**src/rtl/ss_stack_ctrl_16b_pkg.sv**
```systemverilog
// Shared definitions for the stack sequencer: sizing, op codes,
// pointer-select encodings and FSM states.
package ss_stack_ctrl_16b_pkg;

  localparam int STACK_DEPTH = 256;
  localparam int DEPTH_W     = 9;

  typedef enum logic [1:0] {
    OP_PUSH = 2'b00,
    OP_POP  = 2'b01,
    OP_PEEK = 2'b10,
    OP_RSVD = 2'b11
  } op_e;

  typedef enum logic [1:0] {
    DP_HOLD = 2'b00,
    DP_INC  = 2'b01,
    DP_DEC  = 2'b10
  } dp_src_e;

  typedef enum logic [2:0] {
    ST_IDLE    = 3'd0,
    ST_PUSH    = 3'd1,
    ST_POP_RD  = 3'd2,
    ST_PEEK_RD = 3'd3,
    ST_RD_WAIT = 3'd4,
    ST_DONE    = 3'd5
  } state_e;

endpackage

```
**src/rtl/ss_stack_ctrl_16b_depth_cnt.sv**
```systemverilog
// Up/down stack depth counter with full/empty decode.
module ss_stack_ctrl_16b_depth_cnt
  import ss_stack_ctrl_16b_pkg::*;
(
  input  logic               i_clk,
  input  logic               i_rst_n,
  input  logic               i_inc,
  input  logic               i_dec,
  output logic [DEPTH_W-1:0] o_depth,
  output logic               o_full,
  output logic               o_empty
);

  logic [DEPTH_W-1:0] r_depth;

  always_ff @(posedge i_clk or negedge i_rst_n) begin
    if (!i_rst_n) begin
      r_depth <= '0;
    end else if (i_inc && !i_dec) begin
      r_depth <= r_depth + DEPTH_W'(1);
    end else if (i_dec && !i_inc) begin
      r_depth <= r_depth - DEPTH_W'(1);
    end
  end

  assign o_depth = r_depth;
  assign o_full  = (r_depth == DEPTH_W'(STACK_DEPTH));
  assign o_empty = (r_depth == '0);

endmodule

```
**src/rtl/ss_stack_ctrl_16b.sv**
```systemverilog
// Push/pop sequencer for the hardware data stack; drives the pointer select.
// Define SS_STACK_PEEK_EN to enable op 10 as a non-destructive peek.
module ss_stack_ctrl_16b
  import ss_stack_ctrl_16b_pkg::*;
(
  input  logic               i_clk,
  input  logic               i_rst_n,
  input  logic               i_cmd_valid,
  input  logic [1:0]         i_cmd_op,
  input  logic [15:0]        i_cmd_data,
  output logic               o_cmd_ready,
  input  logic [15:0]        i_dp,
  output logic [1:0]         o_dp_src,
  output logic [15:0]        o_mem_addr,
  output logic [15:0]        o_mem_wdata,
  output logic               o_mem_we,
  output logic               o_mem_re,
  input  logic [15:0]        i_mem_rdata,
  output logic               o_rsp_valid,
  output logic [15:0]        o_rsp_data,
  output logic [DEPTH_W-1:0] o_depth,
  output logic               o_full,
  output logic               o_empty,
  output logic               o_ovf,
  output logic               o_unf,
  input  logic               i_clear_err
);

  state_e      r_state, w_state_next;
  logic [15:0] r_cmd_data;
  logic [15:0] r_rsp_data;
  logic        r_ovf, r_unf;
  logic        w_accept, w_set_ovf, w_set_unf, w_zero_rsp;
  logic        w_inc, w_dec;

  assign w_accept = i_cmd_valid && (r_state == ST_IDLE);
  assign w_inc    = (r_state == ST_PUSH);
  assign w_dec    = (r_state == ST_POP_RD);

  ss_stack_ctrl_16b_depth_cnt u_depth_cnt (
    .i_clk   (i_clk),
    .i_rst_n (i_rst_n),
    .i_inc   (w_inc),
    .i_dec   (w_dec),
    .o_depth (o_depth),
    .o_full  (o_full),
    .o_empty (o_empty)
  );

  always_comb begin
    w_state_next = r_state;
    w_set_ovf    = 1'b0;
    w_set_unf    = 1'b0;
    w_zero_rsp   = 1'b0;
    o_cmd_ready  = 1'b0;
    o_dp_src     = DP_HOLD;
    o_mem_addr   = 16'h0000;
    o_mem_wdata  = 16'h0000;
    o_mem_we     = 1'b0;
    o_mem_re     = 1'b0;
    o_rsp_valid  = 1'b0;
    case (r_state)
      ST_IDLE: begin
        o_cmd_ready = 1'b1;
        if (i_cmd_valid) begin
          // Error and reserved cases skip straight to DONE without touching memory.
          case (op_e'(i_cmd_op))
            OP_PUSH: begin
              if (o_full) begin
                w_set_ovf    = 1'b1;
                w_state_next = ST_DONE;
              end else begin
                w_state_next = ST_PUSH;
              end
            end
            OP_POP: begin
              if (o_empty) begin
                w_set_unf    = 1'b1;
                w_zero_rsp   = 1'b1;
                w_state_next = ST_DONE;
              end else begin
                w_state_next = ST_POP_RD;
              end
            end
`ifdef SS_STACK_PEEK_EN
            OP_PEEK: begin
              if (o_empty) begin
                w_set_unf    = 1'b1;
                w_zero_rsp   = 1'b1;
                w_state_next = ST_DONE;
              end else begin
                w_state_next = ST_PEEK_RD;
              end
            end
`endif
            default: w_state_next = ST_DONE;
          endcase
        end
      end
      ST_PUSH: begin
        o_mem_we     = 1'b1;
        o_mem_addr   = i_dp;
        o_mem_wdata  = r_cmd_data;
        o_dp_src     = DP_INC;
        w_state_next = ST_DONE;
      end
      ST_POP_RD: begin
        o_mem_re     = 1'b1;
        o_mem_addr   = i_dp - 16'd1;
        o_dp_src     = DP_DEC;
        w_state_next = ST_RD_WAIT;
      end
      ST_PEEK_RD: begin
        o_mem_re     = 1'b1;
        o_mem_addr   = i_dp - 16'd1;
        w_state_next = ST_RD_WAIT;
      end
      ST_RD_WAIT: w_state_next = ST_DONE;
      ST_DONE: begin
        o_rsp_valid  = 1'b1;
        w_state_next = ST_IDLE;
      end
      default: w_state_next = ST_IDLE;
    endcase
  end

  always_ff @(posedge i_clk or negedge i_rst_n) begin
    if (!i_rst_n) begin
      r_state    <= ST_IDLE;
      r_cmd_data <= 16'h0000;
      r_rsp_data <= 16'h0000;
      r_ovf      <= 1'b0;
      r_unf      <= 1'b0;
    end else begin
      r_state <= w_state_next;
      if (w_accept) begin
        r_cmd_data <= i_cmd_data;
      end
      if (w_zero_rsp) begin
        r_rsp_data <= 16'h0000;
      end else if (r_state == ST_RD_WAIT) begin
        r_rsp_data <= i_mem_rdata;
      end
      // A new error outranks a simultaneous clear.
      if (w_set_ovf) begin
        r_ovf <= 1'b1;
      end else if (i_clear_err) begin
        r_ovf <= 1'b0;
      end
      if (w_set_unf) begin
        r_unf <= 1'b1;
      end else if (i_clear_err) begin
        r_unf <= 1'b0;
      end
    end
  end

  assign o_rsp_data = r_rsp_data;
  assign o_ovf      = r_ovf;
  assign o_unf      = r_unf;

endmodule

```
**config.mk**
```make
export PLATFORM = sky130hd
export DESIGN_NAME = ss_stack_ctrl_16b
export DESIGN_NICKNAME = d
export VERILOG_FILES = /design/src/rtl/ss_stack_ctrl_16b_pkg.sv /design/src/rtl/ss_stack_ctrl_16b_depth_cnt.sv /design/src/rtl/ss_stack_ctrl_16b.sv
export SDC_FILE = /design/constraint.sdc
export NUM_CORES = 1
export LEC_CHECK = 0
export ABC_AREA = 1
export CELL_PAD_IN_SITES_DETAIL_PLACEMENT = 1
export CELL_PAD_IN_SITES_GLOBAL_PLACEMENT = 1
export CORE_MARGIN = 2
export CORE_UTILIZATION = 30
export DETAILED_ROUTE_END_ITERATION = 8
export GPL_ROUTABILITY_DRIVEN = 0
export PLACE_DENSITY_LB_ADDON = 0.1
export SLEW_MARGIN = 20
export SYNTH_ARGS = -nofsm -noshare
export SYNTH_HDL_FRONTEND = slang
export SYNTH_HIERARCHICAL = 1
export SYNTH_SLANG_ARGS = --single-unit
```
**constraint.sdc**
```tcl
create_clock -name i_clk -period 2.6 [get_ports i_clk]
set_input_delay 0.52 -clock i_clk [delete_from_list [all_inputs] [get_ports i_clk]]
set_output_delay 0.52 -clock i_clk [all_outputs]
set_load 0.02 [all_outputs]
```
; ---- Yosys cells after proc, flatten, opt, wreduce, memory -nomap -nowiden
; Cells that the tools add are included.
[word_totals]
latchBits = 0
rom_bits = 0
mem_count = 0
output_inout_bits = 67
register_bits = 46
ramBits = 0
[classes]
n_reduce_logical = 14
mux = 27
add_sub_neg = 3
magnitude_cmp = 0
n_div = 0
shifts = 0
multipliers = 0
bitwise = 0
n_eq_ne = 8
[op_table]
columns = cell, count
row1 = 2-to-1 mux 16 bit, 3
row2 = case mux 16 bit (2 select lines), 1
row3 = 2-to-1 mux 9 bit, 2
row4 = "subtractor 16 x 1 -> 16 bit, second input constant", 1
row5 = 2-to-1 mux 1 bit, 15
row6 = "adder 9 x 1 -> 9 bit, second input constant", 1
row7 = "== test 9 bit, second input constant", 1
row8 = zero test 9 bit, 1
row9 = 2-to-1 mux 3 bit, 3
row10 = case mux 3 bit (3 select lines), 1
row11 = "subtractor 9 x 1 -> 9 bit, second input constant", 1
row12 = nonzero test 2 bit, 4
row13 = "== test 3 x 2 -> 1 bit, second input constant", 2
row14 = "== test 3 bit, second input constant", 2
row15 = case mux 3 bit (2 select lines), 1
row16 = case mux 2 bit (2 select lines), 1
row17 = OR reduction 2 bit, 2
row18 = "== test 3 x 1 -> 1 bit, second input constant", 1
row19 = logical AND 1 bit, 3
row20 = zero test 3 bit, 1
row21 = "== test 2 x 1 -> 1 bit, second input constant", 1
row22 = zero test 1 bit, 2
row23 = zero test 2 bit, 1
row24 = "!= test 2 bit, second input constant", 1

; ---- Depth between registers and ports, before layout
; Gate-level depths: netlist of run 1.
[depth]
depth_word = 6
mapped_depth = 15
depth_no_buf = 15

; ---- Modules after synthesis
; The synthesis of run 1 kept the hierarchy.
[modules_own_cells]
columns = module, instances, area_per_inst_um2, seq_area_each_um2, cells_per_inst
row1 = ss_stack_ctrl_16b, 1, 2263.4, 925.9, 322
row2 = ss_stack_ctrl_16b_depth_cnt, 1, 785.8, 225.2, 115

; ---- Least setup slack after synthesis of run 1
; Ideal clock, no wire load.
[synth_path]
kind = reg2reg
start = reg r_state[2]
end = reg u_depth_cnt.r_depth[4] (netlist: u_depth_cnt/o_depth[4])
slack_ps = 146
required_ps = 2479
path_stages_with_launch = 12
arrival_ps = 2333
path_buffers = 1
setup_ps = 121
cell_sequence = dfrtp_1 > buf_4 > inv_2 > nand3_2 > clkinv_1 > ha_1 > inv_1 > ha_1 > or2_4 > and2_4 > nor2_1 > o21ai_1
[synth_via]
elab_chain_len = 4
word_cells_on_any_way = 8
classes_between = 2 x eq/ne / 1 x mux / 5 x reduce/logical
[synth_rtl]
columns = item, line_no
row1 = start: declaration, ss_stack_ctrl_16b.sv:29  ; state_e r_state, w_state_next;
row2 = start signal: assignment, ss_stack_ctrl_16b.sv:135  ; r_state <= w_state_next;
row3 = == test 3 x 2 -> 1 bit / == test 3 x 1 -> 1 bit (equally long branches), "ss_stack_ctrl_16b.sv:38, ss_stack_ctrl_16b.sv:37"
row4 = "zero test 1 bit, on equally long branches", "ss_stack_ctrl_16b_depth_cnt.sv:19, ss_stack_ctrl_16b_depth_cnt.sv:21"
row5 = "logical AND 1 bit, on equally long branches", "ss_stack_ctrl_16b_depth_cnt.sv:19, ss_stack_ctrl_16b_depth_cnt.sv:21"
row6 = 2-to-1 mux 9 bit / nonzero test 2 bit (equally long branches), -
row7 = end signal: assignment, ss_stack_ctrl_16b_depth_cnt.sv:20  ; r_depth <= r_depth + DEPTH_W'(1);
row8 = end signal: assignment, ss_stack_ctrl_16b_depth_cnt.sv:22  ; r_depth <= r_depth - DEPTH_W'(1);
row9 = end: declaration, ss_stack_ctrl_16b_depth_cnt.sv:14  ; logic [DEPTH_W-1:0] r_depth;
; Parallel ways exist; a longest one is shown, timed or not.
; A chain may end at the register's enable or synchronous reset.

; ---- Worst setup path in the final report of run 1
[layout_path]
start = in i_dp[5]
end = out o_mem_addr[10]
[layout_via]
elab_chain_len = 2
[layout_rtl]
columns = item, line_no
row1 = start: declaration, ss_stack_ctrl_16b.sv:12  ; input logic [15:0] i_dp,
row2 = subtractor 16 x 1 -> 16 bit, "ss_stack_ctrl_16b.sv:109, ss_stack_ctrl_16b.sv:115"
row3 = case mux 16 bit (2 select lines), ss_stack_ctrl_16b.sv:62  ; case (r_state)
row4 = end: declaration, ss_stack_ctrl_16b.sv:14  ; output logic [15:0] o_mem_addr,
; No other way between the ends.

==> summary.txt, run 1 <==
Floorplanning
  • Floorplan row count: 36
  • Top-Level Pins: 121
  • Effective utilization at floorplan: 0.311
  • Vert. Die Dim: 105 um
  • Chip Width: 105 um
  • Die outline area: 11000 um2
  • Std-Cell Core Area: 9820 um2

GRT
  • Via count of the first global-routing pass: 3372
  • Wire length of the first global-routing pass: 16200 um
  • Global-route usage over all layers: 0.179
  • Antenna violations before repair: 0
  • Largest net degree at the start of global routing: 47
  • GRT Residual Overflow: 0

Worst setup path
  • Data arrival time of the critical path: 1.96 ns
  • Kind of critical path: in -> out
  • Worst reg2reg path startpoint: r_state[1]
  • Worst setup path startpoint: i_dp[5]
  • CP Max Fanout: 6
  • Element type at the critical path end: output port
  • Worst setup path endpoint: o_mem_addr[10]
  • Kind of launch point of the worst setup path: primary input
  • R2R Setup Slk: 0.32 ns
  • Data required time at the worst endpoint: 2.08 ns
  • Capture instance of the worst register-to-register path: u_depth_cnt/o_depth[8]
  • Worst reg2reg path depth: 13

Power
  • Switching power share of the total: 0.469
  • Power per standard cell area: 1080 nW/um2
  • NetSw: 2.32 mW
  • Clock power share: 0.113
  • Logic gate share of total power: 0.630
  • Sequential power share: 0.257
  • Internal power consumption: 2.62 mW
  • Leak pwr: 2.32 nW
  • Maximum vdd drop: 0.587 mV

Synthesis
  • Cell type with the largest total area after synthesis: sky130_fd_sc_hd__dfrtp_1
  • Synth Net Count: 501
  • Average size of a mapped cell: 6.98 um2
  • Most frequently used flop master after synthesis: sky130_fd_sc_hd__dfrtp_1
  • Number of distinct library cell variants in the gate-level netlist after synthesis: 33
  • Warnings, synthesis: 6
  • Synthesized netlist cell count: 437
  • Synth Register Bits: 46
  • Biggest area contributors in the synthesized netlist: sky130_fd_sc_hd__dfrtp_1 38%, sky130_fd_sc_hd__nand2_1 16%, sky130_fd_sc_hd__nand3_1 9.2%
  • Netlist area before placement: 3050 um2
  • Portion of synthesized cell area occupied by the leading cell type: 0.378
  • EDFF count, synth: 0
  • Post-synth ARST share: 1.00
  • Share of synthesized area occupied by flip-flops and latches: 0.378

Route
  • Remaining design rule violation count: 0
  • Detailed-route wire length: 9670 um
  • Mean number of vias per cell: 4.56
  • DR pass1 iterations: 4
  • Number of nets with antenna violations after routing: 0
  • Average routed wire per standard cell: 13.6 um
  • DR vias: 3241
  • Count of routing violations after the opening detailed-route iteration: 84

STA
  • Worst-margin pin slew: 0.706 ns
  • Max Transition Viols Final: 0
  • Final cycle utilization of the critical path: 0.955
  • Worst max-slew margin expressed relative to the limit: 0.528
  • RSZ-0062 raised after global routing: true
  • Post-route clock skew: 0.00571 ns
  • Max frequency: 0.403 GHz
  • Hold Violations, Final: 0
  • Endpoints failing setup: 0
  • Worst hold slack across all endpoints: 0.316 ns
  • Post-route minimum period: 2.48 ns

Final layout
  • Post-Route Utilization: 0.467
  • Number of inserted diodes: 0
  • Fraction of final layout cells sized beyond drive strength 1: 0.140
  • Count of nets after finishing: 640
  • Highest-count cells in the layout ignoring fill and taps: 126 x sky130_fd_sc_hd__nand2_1, 87 x sky130_fd_sc_hd__clkdlybuf4s50_1, 56 x sky130_fd_sc_hd__nand3_1
  • Most frequent standard cell in the layout excluding fill and tap cells: sky130_fd_sc_hd__nand2_1
  • Signed area change from the synthesized netlist to the final layout: 50.4%

Placed design
  • Count of buffers inserted at the top-level ports: 120
  • HPWL after detailed placement: 7300 um

Clock tree
  • Clk sinks: 46
  • Worst-case clock buffer depth: 2
  • Clock tree from TritonCTS: done
  • Clock insertion delay at the later pin of the skew report: 0.30 ns
  • Number of levels in the clock H-tree: 2
  • Clock slew at reported path FFs: 0.10 ns
  • Number of buffers created by CTS: 5
  • Clock tree root driver cell: sky130_fd_sc_hd__clkbuf_8

Hold path
  • Tightest Hold Check Type: in -> async

Flow run
  • Max-cap viol count: 0

Run status
  • Outcome: finished, final reports clean
worst max-delay path, stage by stage:
cell and delay [ns]:
sky130_fd_sc_hd__clkdlybuf4s50_1 0.50, sky130_fd_sc_hd__nor2_1 0.21, sky130_fd_sc_hd__nand2_1 0.08, sky130_fd_sc_hd__nor2_1 0.10
sky130_fd_sc_hd__buf_4 0.14, sky130_fd_sc_hd__nand2_1 0.06, sky130_fd_sc_hd__nand2_1 0.05, sky130_fd_sc_hd__nand3_1 0.08
sky130_fd_sc_hd__nand2_1 0.08, sky130_fd_sc_hd__buf_4 0.13
cells in the mapped netlist (3+ instances only):
cell	count
sky130_fd_sc_hd__buf_2	4
sky130_fd_sc_hd__nand2_2	3
sky130_fd_sc_hd__nand3_1	56
sky130_fd_sc_hd__inv_2	3
sky130_fd_sc_hd__nand2_1	126
sky130_fd_sc_hd__buf_4	5
sky130_fd_sc_hd__inv_1	56
sky130_fd_sc_hd__o21ai_1	21
sky130_fd_sc_hd__ha_1	9
sky130_fd_sc_hd__dfrtp_1	46
sky130_fd_sc_hd__a21oi_1	3
sky130_fd_sc_hd__nand3_2	10
sky130_fd_sc_hd__o21ai_0	12
sky130_fd_sc_hd__nand3b_1	3
sky130_fd_sc_hd__nor2_1	57
cells by family after synthesis:
group / synth area share
xor gates and xnor gates: 0.00575
DFF: 0.378
AOI/OAI and AO/OA: 0.0632
and+or+nand+nor: 0.404
adders and majority gates: 0.0435
buffers and inverters: 0.106
repair_timing:
action | in CTS | in global routing
pin swaps | 0 | 2
hold buffers | 0 | 0
gates resized for setup | 60 | 27
setup endpoints to repair | 31 | 24
setup buffers | 0 | 0
power groups by stage:
stage	registers, mW	clock network, mW	logic [mW]
3_3_place_gp	1.27	0	3.13
5_1_grt	1.31	0.610	3.47
3_5_place_dp	1.28	0	3.21
2_1_floorplan	1.48	0	1.81
4_1_cts	1.27	0.589	3.17
6_report	1.27	0.559	3.11
sequential cells by signal, summed over array words and instances, names as in the netlist:
| register | count |
|---|---|
| r_cmd_data | 16 |
| o_ovf | 1 |
| u_depth_cnt/o_depth | 9 |
| o_rsp_data | 16 |
| o_unf | 1 |
| r_state | 3 |
cell type report:
cell class	instances	area, um2
repair buffers	145	1320
flip-flops and latches	46	1150
fillers	1312	5230
clock buffers	5	68.8
inverters	61	231
clock inverters	3	43.8
multi-input cells	317	1600
well taps	133	166
stage by stage:
stage | TNS, ns | cell area, um2 | setup slack, ns | power [mW] | instances
floorplan | 0 | 3050 | 0.146 | 3.28 | 437
detailed placement | -4.29 | 4510 | -0.427 | 4.50 | 702
global route | 0 | 4590 | 0.000117 | 5.39 | 710
CTS | 0 | 4580 | 0.00400 | 5.03 | 710
global placement | -3.96 | 4510 | -0.415 | 4.40 | 702
finish | 0 | 4590 | 0.116 | 4.94 | 710
worst min-delay path by stage:
stage	from	endpoint	slack (ns)
2_1_floorplan	i_rst_n	o_ovf	0.22
3_3_place_gp	o_rsp_data[6]	o_rsp_data[6]	0.48
3_5_place_dp	o_rsp_data[0]	o_rsp_data[0]	0.49
4_1_cts	i_rst_n	r_cmd_data[1]	0.35
5_1_grt	i_rst_n	u_depth_cnt/o_depth[7]	0.36
6_report	i_rst_n	u_depth_cnt/o_depth[7]	0.32
routing by layer:
layer | share of wire | wire length (um) | vias to the layer above | GRT usage
li1 | - | - | 1649 | -
met1 | 0.46 | 4460 | 1517 | 0.230
met2 | 0.48 | 4650 | 71 | 0.315
met3 | 0.051 | 491 | 4 | 0.0337
met4 | 0.0061 | 59 | 0 | 0.0343
met5 | 0 | 0 | - | 0
Power figures use the tool's default switching activity.
==> run 2, diff against run 1 <==
- CAP_MARGIN: not set -> 20
- HOLD_SLACK_MARGIN: not set -> 0.1
- PLACE_DENSITY: not set -> 0.84
- PLACE_DENSITY_LB_ADDON: 0.1 -> not set
==> summary.txt, run 2 (same netlist as run 1, synthesis figures left out) <==
STA
  • Sum of negative setup slack: 0 ns (unchanged)
  • Max Transition Viols Final: 0 (unchanged)
  • Post-route minimum period: 2.48 ns (about the same)
  • Worst max-slew margin expressed relative to the limit: 0.642 (was 0.528)
  • RSZ-0062 raised after global routing: false (was true)
  • Endpoints failing setup: 0 (unchanged)
  • Max frequency: 0.403 GHz (about the same)
  • Post-route clock skew: 0.00712 ns (was 0.00571 ns)
  • Hold Violations, Final: 0 (unchanged)
  • Final cycle utilization of the critical path: 0.953 (was 0.955)
  • Worst-margin pin slew: 0.536 ns (was 0.706 ns)

Route
  • Detailed-route wire length: 9940 um (was 9670 um)
  • Count of routing violations after the opening detailed-route iteration: 92 (was 84)
  • Mean number of vias per cell: 4.68 (was 4.56)
  • Average routed wire per standard cell: 14.0 um (was 13.6 um)
  • Number of nets with antenna violations after routing: 0 (unchanged)
  • DR pass1 iterations: 4 (unchanged)
  • DR vias: 3326 (was 3241)
  • Remaining design rule violation count: 0 (unchanged)

Worst setup path
  • Kind of launch point of the worst setup path: primary input (unchanged)
  • Buf+Inv Stages, Crit Path: 4 (was 3)
  • R2R Setup Slk: 0.25 ns (was 0.32 ns)
  • Most frequent CP cell: sky130_fd_sc_hd__nand2_1 (unchanged)
  • Largest delay contributor family on the critical path: buffers and inverters (unchanged)
  • Data required time at the worst endpoint: 2.08 ns (about the same)
  • Element type at the critical path end: output port (unchanged)
  • Kind of critical path: in -> out (unchanged)
  • Capture instance of the worst register-to-register path: u_depth_cnt/o_depth[8] (unchanged)
  • Cells along the critical path: clkdlybuf4s50_1 > inv_2 > ha_4 > nand3_2 > nor2_2 > buf_4 > nand2_1 > nand2_1 > nand3_1 > nand2_1 > buf_2 (was clkdlybuf4s50_1 > nor2_1 > nand2_1 > nor2_1 > buf_4 > nand2_1 > nand2_1 > nand3_1 > nand2_1 > buf_4)
  • Slowest CP cell: sky130_fd_sc_hd__clkdlybuf4s50_1 (unchanged)
  • Worst reg2reg path depth: 14 (was 13)
  • Data arrival time of the critical path: 1.96 ns (about the same)
  • CP Max Fanout: 6 (unchanged)
  • Maximum cell stage delay along the critical path: 0.44 ns (was 0.50 ns)
  • Worst reg2reg path startpoint: r_state[1] (unchanged)

Floorplanning
  • Effective utilization at floorplan: 0.311 (unchanged)
  • Floorplan row count: 36 (unchanged)
  • Die outline area: 11000 um2 (unchanged)
  • Chip Width: 105 um (unchanged)
  • Std-Cell Core Area: 9820 um2 (unchanged)
  • Top-Level Pins: 121 (unchanged)
  • Vert. Die Dim: 105 um (unchanged)

Final layout
  • Fraction of final layout cells sized beyond drive strength 1: 0.137 (was 0.140)
  • Multi-input logic area: 1600 um2 (unchanged)
  • Sequential cell area: 1150 um2 (unchanged)
  • Signed area change from the synthesized netlist to the final layout: 52.0% (was 50.4%)
  • Number of inserted diodes: 0 (unchanged)
  • Filler instances: 1281 (was 1312)
  • Count of nets after finishing: 641 (was 640)
  • Finished layout cell area: 4640 um2 (was 4590 um2)
  • Most frequent standard cell in the layout excluding fill and tap cells: sky130_fd_sc_hd__nand2_1 (unchanged)
  • Highest-count cells in the layout ignoring fill and taps: 126 x sky130_fd_sc_hd__nand2_1, 88 x sky130_fd_sc_hd__clkdlybuf4s50_1, 55 x sky130_fd_sc_hd__nand3_1 (was 126 x sky130_fd_sc_hd__nand2_1, 87 x sky130_fd_sc_hd__clkdlybuf4s50_1, 56 x sky130_fd_sc_hd__nand3_1)

Power
  • Power per standard cell area: 1080 nW/um2 (about the same)
  • Switching power share of the total: 0.472 (was 0.469)
  • Tot Pwr: 4.98 mW (was 4.94 mW)
  • Clock power share: 0.109 (was 0.113)
  • Sequential power share: 0.259 (was 0.257)
  • Logic gate share of total power: 0.632 (was 0.630)
  • Leak pwr: 2.48 nW (was 2.32 nW)
  • Internal power consumption: 2.63 mW (was 2.62 mW)
  • NetSw: 2.35 mW (was 2.32 mW)
  • Maximum vdd drop: 0.628 mV (was 0.587 mV)

Clock tree
  • Quantity of hold-fixing buffers added after cts: 0 (unchanged)
  • Clock tree root driver cell: sky130_fd_sc_hd__clkbuf_8 (unchanged)
  • Clock insertion delay at the later pin of the skew report: 0.30 ns (about the same)
  • Clock slew at reported path FFs: 0.09 ns (was 0.10 ns)
  • Number of buffers created by CTS: 5 (unchanged)
  • Clk sinks: 46 (unchanged)
  • Worst-case clock buffer depth: 2 (unchanged)
  • Number of levels in the clock H-tree: 2 (unchanged)
  • Clock tree from TritonCTS: done (unchanged)

Placed design
  • HPWL after detailed placement: 7870 um (was 7300 um)
  • Placed inst area: 4520 um2 (was 4510 um2)
  • Count of buffers inserted at the top-level ports: 120 (unchanged)

Hold path
  • Tightest Hold Check Type: in -> async (unchanged)

GRT
  • GRT Residual Overflow: 0 (unchanged)
  • Antenna violations before repair: 0 (unchanged)
  • Via count of the first global-routing pass: 3591 (was 3372)
  • Wire length of the first global-routing pass: 16700 um (was 16200 um)
  • Global-route usage over all layers: 0.183 (was 0.179)
  • Largest net degree at the start of global routing: 24 (was 47)

Run status
  • Outcome: finished, final reports clean (unchanged)

Flow run
  • Max-cap viol count: 0 (unchanged)
run 2: cell type report:
class                   count  area share
clock buffers               6      0.0157
clock inverters             2     0.00810
well taps                 133      0.0359
multi-input cells         317       0.346
repair buffers            146       0.296
inverters                  61      0.0499
flip-flops and latches     46       0.248
run 2: per-layer routing:
metal,share of wire,up-vias,track usage
met5,0,-,0
met4,0.0055,0,0.0333
met3,0.036,4,0.0293
met2,0.49,76,0.326
met1,0.47,1594,0.235
li1,-,1652,-
run 2: metrics by stage:
step,hold WS [ns],utilization,setup WS [ns],cells
4_1_cts,0.138,0.470,0.00409,711
2_1_floorplan,0.224,-,0.146,437
6_report,0.133,0.472,0.122,711
3_3_place_gp,0.469,0.460,-0.411,703
5_1_grt,0.140,0.472,0.00824,711
3_5_place_dp,0.477,0.460,-0.424,703
run 2: repair_timing:
item | in CTS | in global routing
gates resized for setup | 38 | 34
hold endpoints to repair | 0 | 0
endpoints found under the setup margin | 16 | 30
buffers inserted | 0 | 0
run 2: worst max-delay path by stage:
stage	startpoint	endpoint	slack, ns	depth (start not counted)
global placement	i_dp[1]	o_mem_addr[8]	-0.41	10
global route	i_dp[1]	o_mem_addr[14]	0.008	10
finish	i_dp[1]	o_mem_addr[12]	0.12	11
detailed placement	i_dp[1]	o_mem_addr[10]	-0.42	11
floorplan	r_state[2]	u_depth_cnt/o_depth[4]	0.15	11
CTS	i_dp[0]	o_mem_addr[5]	0.004	9
run 2: power by group through the flow:
stage	sequential, mW	clock (mW)	combinational (mW)
2_1_floorplan	1.48	0	1.81
3_3_place_gp	1.29	0	3.08
3_5_place_dp	1.30	0	3.22
4_1_cts	1.29	0.564	3.20
5_1_grt	1.33	0.591	3.50
6_report	1.29	0.543	3.15
==> run 3, diff against run 2 <==
==> constraint.sdc (replaced) <==
create_clock -name i_clk -period 2.6 [get_ports i_clk]
set_input_delay 0.26 -clock i_clk [delete_from_list [all_inputs] [get_ports i_clk]]
set_output_delay 0.26 -clock i_clk [all_outputs]
set_load 0.02 [all_outputs]
==> summary.txt, run 3 (same netlist as run 1, synthesis figures left out) <==
Final layout
  • Multi-input logic area: 1580 um2 (was 1600 um2)
  • Highest-count cells in the layout ignoring fill and taps: 126 x sky130_fd_sc_hd__nand2_1, 114 x sky130_fd_sc_hd__clkdlybuf4s50_1, 56 x sky130_fd_sc_hd__nand3_1 (was 126 x sky130_fd_sc_hd__nand2_1, 88 x sky130_fd_sc_hd__clkdlybuf4s50_1, 55 x sky130_fd_sc_hd__nand3_1)
  • Signed area change from the synthesized netlist to the final layout: 48.3% (was 52.0%)
  • Post-Route Utilization: 0.460 (was 0.472)
  • Filler instances: 1274 (was 1281)
  • Sequential cell area: 1150 um2 (about the same)
  • Fraction of final layout cells sized beyond drive strength 1: 0.0819 (was 0.137)
  • Number of inserted diodes: 0 (unchanged)
  • Most frequent standard cell in the layout excluding fill and tap cells: sky130_fd_sc_hd__nand2_1 (unchanged)
  • Count of nets after finishing: 625 (was 641)

Route
  • Average routed wire per standard cell: 14.2 um (was 14.0 um)
  • Count of routing violations after the opening detailed-route iteration: 82 (was 92)
  • DR pass1 iterations: 4 (unchanged)
  • Mean number of vias per cell: 4.74 (was 4.68)
  • Detailed-route wire length: 9870 um (was 9940 um)
  • Remaining design rule violation count: 0 (unchanged)
  • DR vias: 3295 (was 3326)
  • Number of nets with antenna violations after routing: 0 (unchanged)

Clock tree
  • Clock insertion delay at the later pin of the skew report: 0.30 ns (about the same)
  • Clock tree from TritonCTS: done (unchanged)
  • Setup repair bufs after CTS: 0 (unchanged)
  • Number of buffers created by CTS: 5 (unchanged)
  • Clock slew at reported path FFs: 0.10 ns (was 0.09 ns)
  • Worst-case clock buffer depth: 2 (unchanged)
  • Number of levels in the clock H-tree: 2 (unchanged)
  • Clock tree root driver cell: sky130_fd_sc_hd__clkbuf_8 (unchanged)
  • Clk sinks: 46 (unchanged)

STA
  • Post-route minimum period: 2.48 ns (about the same)
  • Final cycle utilization of the critical path: 0.953 (about the same)
  • Max frequency: 0.403 GHz (about the same)
  • RSZ-0062 raised after global routing: false (unchanged)
  • Hold Violations, Final: 0 (unchanged)
  • Endpoints failing setup: 0 (unchanged)
  • Max Transition Viols Final: 0 (unchanged)
  • Worst-margin pin slew: 0.597 ns (was 0.536 ns)
  • Post-route clock skew: 0.0145 ns (was 0.00712 ns)
  • Worst max-slew margin expressed relative to the limit: 0.602 (was 0.642)

Worst setup path
  • Data arrival time of the critical path: 2.22 ns (was 1.96 ns)
  • Logic depth of the worst setup path including buffers: 10 (was 11)
  • Most frequent CP cell: sky130_fd_sc_hd__nand2_1 (unchanged)
  • Capture instance of the worst register-to-register path: u_depth_cnt/o_depth[8] (unchanged)
  • Kind of launch point of the worst setup path: primary input (unchanged)
  • Maximum cell stage delay along the critical path: 0.60 ns (was 0.44 ns)
  • Worst reg2reg path startpoint: r_state[1] (unchanged)
  • CP Max Fanout: 5 (was 6)
  • Kind of critical path: in -> out (unchanged)
  • Cells along the critical path: clkdlybuf4s50_1 > inv_1 > ha_1 > nand3_1 > nor2_2 > nand2_1 > nand2_1 > nand3_1 > nand2_1 > clkdlybuf4s50_1 (was clkdlybuf4s50_1 > inv_2 > ha_4 > nand3_2 > nor2_2 > buf_4 > nand2_1 > nand2_1 > nand3_1 > nand2_1 > buf_2)
  • Data required time at the worst endpoint: 2.34 ns (was 2.08 ns)
  • Buf+Inv Stages, Crit Path: 3 (was 4)
  • Worst setup path endpoint: o_mem_addr[14] (was o_mem_addr[12])
  • Largest delay contributor family on the critical path: buffers and inverters (unchanged)
  • Slowest CP cell: sky130_fd_sc_hd__clkdlybuf4s50_1 (unchanged)
  • Element type at the critical path end: output port (unchanged)
  • Worst setup path startpoint: i_dp[0] (was i_dp[1])
  • Worst reg2reg path depth: 14 (unchanged)
  • R2R Setup Slk: 0.25 ns (about the same)

Run status
  • Outcome: finished, final reports clean (unchanged)

Power
  • Leak pwr: 2.16 nW (was 2.48 nW)
  • Clock power share: 0.107 (was 0.109)
  • Maximum vdd drop: 0.667 mV (was 0.628 mV)
  • NetSw: 2.36 mW (was 2.35 mW)
  • Internal power consumption: 2.67 mW (was 2.63 mW)
  • Sequential power share: 0.255 (was 0.259)
  • Switching power share of the total: 0.469 (was 0.472)
  • Logic gate share of total power: 0.638 (was 0.632)
  • Tot Pwr: 5.03 mW (was 4.98 mW)
  • Power per standard cell area: 1110 nW/um2 (was 1080 nW/um2)

GRT
  • Antenna violations before repair: 0 (unchanged)
  • Largest net degree at the start of global routing: 47 (was 24)
  • GRT Residual Overflow: 0 (unchanged)
  • Via count of the first global-routing pass: 3477 (was 3591)
  • Global-route usage over all layers: 0.184 (was 0.183)
  • Wire length of the first global-routing pass: 16700 um (about the same)

Floorplanning
  • Floorplan row count: 36 (unchanged)
  • Std-Cell Core Area: 9820 um2 (unchanged)
  • Effective utilization at floorplan: 0.311 (unchanged)
  • Chip Width: 105 um (unchanged)
  • Vert. Die Dim: 105 um (unchanged)
  • Top-Level Pins: 121 (unchanged)
  • Die outline area: 11000 um2 (unchanged)

Placed design
  • HPWL after detailed placement: 7570 um (was 7870 um)
  • Count of buffers inserted at the top-level ports: 120 (unchanged)

Hold path
  • Tightest Hold Check Type: in -> reg (was in -> async)

Flow run
  • Max-cap viol count: 0 (unchanged)
## run 3: changes by cell type in the layout (fill, tap and decap cells not counted), sizes merged
cell           delta
clkdlybuf4s50    +26
dlymetal6s2s     -12
dlygate4sd3       +1
clkdlybuf4s15     -1
dlygate4sd2       -3
clkbuf            -5
buf              -22
## run 3: tightest hold or removal path: stages
cell and delay, ns:
sky130_fd_sc_hd__clkdlybuf4s50_1 0.40, sky130_fd_sc_hd__nand2_1 0.06, sky130_fd_sc_hd__o21ai_1 0.05
## run 3: layer usage
layer / up-vias / GRT usage / wire length (um)
met4: 0 / 0.0286 / 53
met1: 1591 / 0.243 / 4660
met3: 6 / 0.0299 / 364
met5: - / 0 / 0
met2: 77 / 0.321 / 4790
li1: 1621 / - / -
## run 3: metrics by stage
stage               TNS, ns  cell area [um2]  setup WS (ns)  hold WS, ns  cells
floorplan                 0             3050          0.146      -0.0356    437
global placement          0             4390         0.0868        0.486    686
detailed placement  -0.0190             4390        -0.0190        0.500    686
CTS                       0             4500         0.0164        0.178    694
global route              0             4520        0.00260        0.500    695
finish                    0             4520          0.121        0.495    695
## run 3: what timing repair did
action                                 4_1_cts  5_1_grt
setup endpoints to repair                    2        7
pin swaps                                    0        0
hold buffers                                 0        1
resized for setup                            2        7
endpoints found under the hold margin        0       46
## run 3: worst min-delay path by stage
stage                       start            end  slack, ns  cells after the start
floorplan                 i_rst_n          o_ovf      -0.04                      0
CTS                       i_rst_n  r_cmd_data[0]       0.18                      1
global placement    o_rsp_data[2]  o_rsp_data[2]       0.49                      2
detailed placement  o_rsp_data[6]  o_rsp_data[6]       0.50                      2
global route        i_cmd_data[0]  r_cmd_data[0]       0.50                      3
finish              i_cmd_data[3]  r_cmd_data[3]       0.49                      3
## run 3: power groups by stage
| stage | logic (mW) | clock network [mW] | registers (mW) |
|---|---|---|---|
| floorplan | 1.81 | 0 | 1.48 |
| global placement | 3.09 | 0 | 1.28 |
| detailed placement | 3.21 | 0 | 1.29 |
| CTS | 3.25 | 0.560 | 1.29 |
| global route | 3.56 | 0.597 | 1.33 |
| finish | 3.21 | 0.541 | 1.28 |
## run 3: area by class of cell
class | count | share of cell area
Multi-Input combinational cell | 317 | 0.349
Timing Repair Buffer | 130 | 0.283
Sequential cell | 46 | 0.255
Inverter | 61 | 0.0512
Tap cell | 133 | 0.0368
Clock buffer | 6 | 0.0160
Clock inverter | 2 | 0.00830
